==> src/rtl/gpio_in.sv <==
// gpio_in: debounced GPIO input block with a small register interface.
// Each pin is synchronized, debounced with a per-bit stable-cycle counter, and
// rising debounced edges are latched into a write-1-to-clear EDGE register.
// Register map (addr[3:2]): 0 DATA (RO), 1 RAW (RO), 2 EDGE (RW1C), 3 MASK (RW).
// Build option: define GPIO_IN_IRQ_EN to include the MASK register and the irq
// output; without it MASK reads 0, ignores writes and irq is tied low.

module gpio_in #(
    parameter int WIDTH           = 4,
    parameter int DEBOUNCE_CYCLES = 100000
) (
    input  logic             clk,
    input  logic             reset,
    input  logic [WIDTH-1:0] pin,
    input  logic             req,
    input  logic             we,
    input  logic [3:0]       addr,
    input  logic [31:0]      wdata,
    output logic [31:0]      rdata,
    output logic             ack,
    output logic             irq
);

    // The counter only ever needs to hold 0 .. DEBOUNCE_CYCLES-1.
    localparam int CNT_W = (DEBOUNCE_CYCLES > 2) ? $clog2(DEBOUNCE_CYCLES) : 1;
    localparam logic [CNT_W-1:0] CNT_MAX = CNT_W'(DEBOUNCE_CYCLES - 1);

    localparam logic [1:0] SEL_DATA = 2'd0;
    localparam logic [1:0] SEL_RAW  = 2'd1;
    localparam logic [1:0] SEL_EDGE = 2'd2;
    localparam logic [1:0] SEL_MASK = 2'd3;

    logic [WIDTH-1:0] sync_p0;
    logic [WIDTH-1:0] sync_p1;
    logic [CNT_W-1:0] cnt [WIDTH];
    logic [WIDTH-1:0] deb_q;
    logic [WIDTH-1:0] accept;
    logic [WIDTH-1:0] rise;
    logic [WIDTH-1:0] edge_q;
    logic [WIDTH-1:0] w1c;
    logic [WIDTH-1:0] mask_rd;
    logic [1:0]       sel;
    logic             wr;
    logic [31:0]      rd_p0;

    // addr[1:0] are byte-lane bits with no meaning here; upper wdata bits are unused.
    logic unused_bus;
    assign unused_bus = ^{addr[1:0], wdata};

    assign sel = addr[3:2];
    assign wr  = req & we;
    assign w1c = (wr && sel == SEL_EDGE) ? wdata[WIDTH-1:0] : '0;

    // Two-flop synchronizer for the raw asynchronous pins.
    always_ff @(posedge clk or negedge reset) begin
        if (!reset) begin
            sync_p0 <= '0;
            sync_p1 <= '0;
        end else begin
            sync_p0 <= pin;
            sync_p1 <= sync_p0;
        end
    end

    // A bit is accepted once it has differed for DEBOUNCE_CYCLES consecutive cycles.
    always_comb begin
        accept = '0;
        for (int i = 0; i < WIDTH; i++) begin
            accept[i] = (sync_p1[i] != deb_q[i]) && (cnt[i] == CNT_MAX);
        end
    end

    // Accepted bits always move to the sync value, so a rise is accept with sync high.
    assign rise = accept & sync_p1;

    // Per-bit stability counters and the debounced level; the counter clears on
    // acceptance, so it never reaches past CNT_MAX and cannot wrap.
    always_ff @(posedge clk or negedge reset) begin
        if (!reset) begin
            for (int i = 0; i < WIDTH; i++) begin
                cnt[i] <= '0;
            end
            deb_q <= '0;
        end else begin
            for (int i = 0; i < WIDTH; i++) begin
                if (sync_p1[i] == deb_q[i] || accept[i]) begin
                    cnt[i] <= '0;
                end else begin
                    cnt[i] <= cnt[i] + 1'b1;
                end
            end
            deb_q <= deb_q ^ accept;
        end
    end

    // EDGE latch: new rising edges take priority over a simultaneous W1C clear.
    always_ff @(posedge clk or negedge reset) begin
        if (!reset) begin
            edge_q <= '0;
        end else begin
            edge_q <= (edge_q & ~w1c) | rise;
        end
    end

`ifdef GPIO_IN_IRQ_EN
    logic [WIDTH-1:0] mask_q;

    // MASK register and registered interrupt level.
    always_ff @(posedge clk or negedge reset) begin
        if (!reset) begin
            mask_q <= '0;
            irq    <= 1'b0;
        end else begin
            if (wr && sel == SEL_MASK) begin
                mask_q <= wdata[WIDTH-1:0];
            end
            irq <= |(edge_q & mask_q);
        end
    end

    assign mask_rd = mask_q;
`else
    assign mask_rd = '0;
    assign irq     = 1'b0;
`endif

    // Read mux; unused upper bits read back as zero.
    always_comb begin
        rd_p0 = '0;
        case (sel)
            SEL_DATA: rd_p0[WIDTH-1:0] = deb_q;
            SEL_RAW:  rd_p0[WIDTH-1:0] = sync_p1;
            SEL_EDGE: rd_p0[WIDTH-1:0] = edge_q;
            SEL_MASK: rd_p0[WIDTH-1:0] = mask_rd;
            default:  rd_p0 = '0;
        endcase
    end

    // Bus response: one ack per req, data only for reads and only in the ack cycle.
    always_ff @(posedge clk or negedge reset) begin
        if (!reset) begin
            ack   <= 1'b0;
            rdata <= '0;
        end else begin
            ack   <= req;
            rdata <= (req && !we) ? rd_p0 : '0;
        end
    end

endmodule

==> config.mk <==
export PLATFORM = sky130hd
export DESIGN_NAME = gpio_in
export DESIGN_NICKNAME = d
export VERILOG_FILES = /design/src/rtl/gpio_in.sv
export SDC_FILE = /design/constraint.sdc
export NUM_CORES = 1
export LEC_CHECK = 0
export CAP_MARGIN = 20
export CORE_UTILIZATION = 57
export CTS_CLUSTER_SIZE = 12
export DETAILED_ROUTE_END_ITERATION = 16
export GPL_TIMING_DRIVEN = 1
export PLACE_DENSITY = 0.91
export SLEW_MARGIN = 5
export SYNTH_ARGS = -nofsm -noshare
export SYNTH_HDL_FRONTEND = slang
export SYNTH_SLANG_ARGS = --single-unit
export TNS_END_PERCENT = 50
==> constraint.sdc <==
create_clock -name clk -period 3.89 [get_ports clk]
set_clock_uncertainty 0.1 [all_clocks]
set_input_delay 0.778 -clock clk [delete_from_list [all_inputs] [get_ports clk]]
set_output_delay 0.778 -clock clk [all_outputs]
set_load 0.02 [all_outputs]
==> impl_metrics.prom <==
# TYPE chip_impl_metric gauge
chip_impl_metric{name="die_wd",unit="µm"} 89.8
chip_impl_metric{name="cts.repair.resized",unit=""} 0
chip_impl_info{name="synth_area_leader_cell",value="sky130_fd_sc_hd__dfrtp_1"} 1
chip_impl_metric{name="gpl.final_weighted_congestion",unit=""} 0.828
chip_impl_info{name="critical_path.endpoint_type",value="register"} 1
chip_impl_metric{name="fmaxAchievable",unit="GHz"} 0.413
chip_impl_info{name="critical_path_class",value="reg2reg"} 1
chip_impl_metric{name="grt_use_total",unit="%"} 20.8
chip_impl_metric{name="yosys.cell_types.count",unit=""} 42
chip_impl_metric{name="post-synth-top-area-fraction",unit="%"} 50.7
chip_impl_info{name="synth_top_cells_by_area",value="sky130_fd_sc_hd__dfrtp_1 51%, sky130_fd_sc_hd__xnor2_1 8.6%, sky130_fd_sc_hd__nor2_1 6.6%"} 1
chip_impl_metric{name="ffs_latches_synth",unit=""} 89
chip_impl_info{name="outcome",value="complete, no violations"} 1
chip_impl_info{name="setup.worst_path.start_class",value="register"} 1
chip_impl_metric{name="synth-seq-area-share",unit="%"} 50.7
chip_impl_metric{name="floorplan.io_pins",unit=""} 78
chip_impl_metric{name="grt_max_degree",unit=""} 90
chip_impl_metric{name="final_hold_viol_count",unit=""} 0
chip_impl_metric{name="critical_path_required",unit="ns"} 3.98
chip_impl_metric{name="slew-limit-headroom",unit="%"} 29.5
chip_impl_metric{name="netlist_instances",unit=""} 437
chip_impl_metric{name="timing.critical_path.fanout_max",unit=""} 16
chip_impl_metric{name="synth-edff-count",unit=""} 0
chip_impl_metric{name="core-area",unit="µm²"} 7370
chip_impl_metric{name="via_count",unit=""} 3027
chip_impl_metric{name="chipHeight",unit="µm"} 89.8
chip_impl_metric{name="number_of_clock_sinks",unit=""} 89
chip_impl_metric{name="routedWlPerCell",unit="µm"} 13.8
chip_impl_info{name="synthMostInstantiatedCell",value="sky130_fd_sc_hd__dfrtp_1"} 1
chip_impl_metric{name="postLayoutCoreUtil",unit="%"} 64.3
chip_impl_info{name="rsz0062_at_grt",value="no"} 1
chip_impl_metric{name="insertedDiodeCount",unit=""} 0
chip_impl_metric{name="netlist_area",unit="µm²"} 4390
chip_impl_metric{name="nFillCells",unit=""} 579
chip_impl_info{name="tritoncts",value="done"} 1
chip_impl_metric{name="period_share",unit="%"} 62.3
chip_impl_metric{name="number_of_max_slew_violations_in_the_final_report",unit=""} 0
chip_impl_metric{name="asyncSetResetFlopFracSynth",unit="%"} 100
chip_impl_metric{name="reported_max_cap_violation_count",unit=""} 0
chip_impl_metric{name="min_period",unit="ns"} 2.42
chip_impl_metric{name="antenna_violations_before_repair",unit=""} 0
chip_impl_metric{name="globalRouteOverflowTotal",unit=""} 0
chip_impl_info{name="clock_tree.root_cell",value="sky130_fd_sc_hd__clkbuf_8"} 1
chip_impl_metric{name="vdd_drop_max",unit="V"} 0.000270
chip_impl_metric{name="wl",unit="mm"} 7.76
chip_impl_metric{name="worst_hold_slack",unit="ns"} 0.210
chip_impl_metric{name="detailedRoute.firstIterationViolations",unit=""} 138
chip_impl_metric{name="post_synth.cell_area_avg",unit="µm²"} 10.1
chip_impl_info{name="synth-main-ff-cell",value="sky130_fd_sc_hd__dfrtp_1"} 1
chip_impl_metric{name="route.antenna.remaining_nets",unit=""} 0
chip_impl_metric{name="power_leakage",unit="nW"} 1.97
chip_impl_metric{name="floorplan.initialDensity",unit="%"} 59.6
chip_impl_metric{name="firstDrtPassIters",unit=""} 4
chip_impl_metric{name="row_count",unit=""} 31
chip_impl_metric{name="post_drt_via_cell_ratio",unit=""} 5.40
chip_impl_metric{name="floorplan.die_area",unit="µm²"} 8060
chip_impl_metric{name="placement.io_buffers",unit=""} 18
chip_impl_info{name="synth_cell_count_leaders",value="89 x sky130_fd_sc_hd__dfrtp_1, 77 x sky130_fd_sc_hd__nor2_1, 43 x sky130_fd_sc_hd__xnor2_1"} 1
chip_impl_metric{name="layout.nets",unit=""} 505
chip_impl_metric{name="via_count_of_the_first_global_routing_pass",unit=""} 3051
chip_impl_metric{name="worst_skew_pair.late_latency",unit="ns"} 0.35
chip_impl_metric{name="synth_warnings",unit=""} 0
chip_impl_metric{name="cts_max_path_buffers",unit=""} 2
chip_impl_metric{name="tightestPinTransition",unit="ns"} 1.05
chip_impl_metric{name="cts_htree_levels",unit=""} 3
chip_impl_metric{name="drc",unit=""} 0
chip_impl_metric{name="cts.repair_timing.setup_buffer_count",unit=""} 0
chip_impl_metric{name="finalSetupViolCount",unit=""} 0
chip_impl_metric{name="layout-area-overhead-vs-synth",unit="%"} 7.83
chip_impl_info{name="hp-class",value="in2async"} 1
chip_impl_metric{name="numCtsBuffers",unit=""} 9
chip_impl_metric{name="critical_path_arrival",unit="ns"} 2.51
chip_impl_metric{name="setup-tns-final",unit="ns"} 0
chip_impl_metric{name="dpl.hpwl",unit="mm"} 5.18
chip_impl_metric{name="drive_gt1_share",unit="%"} 7.14
chip_impl_metric{name="worst_setup_hold_path_clk_slew",unit="ns"} 0.09
chip_impl_metric{name="grt_first_pass_wirelength",unit="mm"} 13.6
chip_impl_metric{name="power_density",unit="nW/µm²"} 350
chip_impl_metric{name="holdBufCountCts",unit=""} 0
[cell families (layout without fill, tap and decap cells)]
family | after synthesis | in the layout | synth area share [%]
simple gates | 210 | 210 | 24.9
flops | 89 | 89 | 50.7
xor+xnor | 59 | 59 | 11.8
buf+inv | 46 | 43 | 6.84
compound gates | 20 | 20 | 2.51
mux | 8 | 8 | 2.11
fa+ha+maj | 4 | 4 | 1.14
other cells | 1 | 29 | 0.0854
[per-stage QoR]
step                      power (mW)  setup slack, ns  cell area, µm²  std cells
after CTS                       1.67             1.46            4710        560
final                           1.66             1.47            4740        561
after global placement          1.09             1.55            4530        544
after global routing            1.73             1.27            4740        561
after floorplan                 1.07             1.92            4500        465
after detailed placement        1.10             1.49            4530        544
[critical path, stage by stage, from the launching register on]
cell                      delay, ns
sky130_fd_sc_hd__dfrtp_1       0.41
sky130_fd_sc_hd__ha_1          0.22
sky130_fd_sc_hd__and4_1        0.33
sky130_fd_sc_hd__nand4_1       0.19
sky130_fd_sc_hd__o21ai_1       0.87
sky130_fd_sc_hd__nor2_1        0.14
[report_power, final]
| part | total, mW | internal, mW | switching [mW] |
|---|---|---|---|
| combinational | 0.114 | 0.0371 | 0.0772 |
| sequential | 0.967 | 0.948 | 0.0195 |
| clock | 0.576 | 0.251 | 0.325 |
[metal layers]
| metal | GRT usage [%] | up-vias | share of wire, % |
|---|---|---|---|
| met5 | 0 | - | 0 |
| met4 | 8.47 | 0 | 1.1 |
| met3 | 4.65 | 8 | 3.8 |
| met2 | 35.6 | 83 | 51 |
| met1 | 25.6 | 1464 | 45 |
| li1 | - | 1472 | - |
[area by class of cell]
class / instances / area [µm²] / share of cell area, %
well taps: 99 / 124 / 2.61
clock buffers: 10 / 138 / 2.91
clock inverters: 6 / 42.5 / 0.898
inverters: 8 / 30.0 / 0.634
flip-flops and latches: 89 / 2230 / 47.0
repair buffers: 19 / 205 / 4.33
multi-input cells: 330 / 1970 / 41.6
[registers in the layout, indices dropped and copies added, names as in the netlist, named ones only]
register,cells
sync_p0,4
ack,1
edge_q,4
sync_p1,4
rdata,4
cnt,68
[layout by cell type, fill, tap and decap left out, types with 8 or more instances in the layout]
cell type,count
sky130_fd_sc_hd__conb_1,29
sky130_fd_sc_hd__dfrtp_1,89
sky130_fd_sc_hd__nor4_1,16
sky130_fd_sc_hd__nand4_1,14
sky130_fd_sc_hd__nor3_1,13
sky130_fd_sc_hd__xnor2_1,43
sky130_fd_sc_hd__a21oi_1,9
sky130_fd_sc_hd__clkbuf_8,10
sky130_fd_sc_hd__nand2_1,27
sky130_fd_sc_hd__inv_1,8
sky130_fd_sc_hd__nor2_1,77
sky130_fd_sc_hd__nand3_1,21
sky130_fd_sc_hd__xor2_1,16
sky130_fd_sc_hd__clkdlybuf4s50_1,17
[worst paths after layout]
path                                 start    endpoint  slack (ns)  depth (start not counted)
worst max-delay path               cnt[34]     cnt[44]        1.47                          5
worst min-delay path                 reset     cnt[25]        0.21                          1
worst max register to register     cnt[34]     cnt[44]        1.47                          5
worst min register to register  sync_p0[2]  sync_p1[2]        0.25                          0
max in group asynchronous            reset      cnt[7]        2.86                          2
min in group clk                sync_p0[2]  sync_p1[2]        0.25                          0
Power figures use the tool's default switching activity.
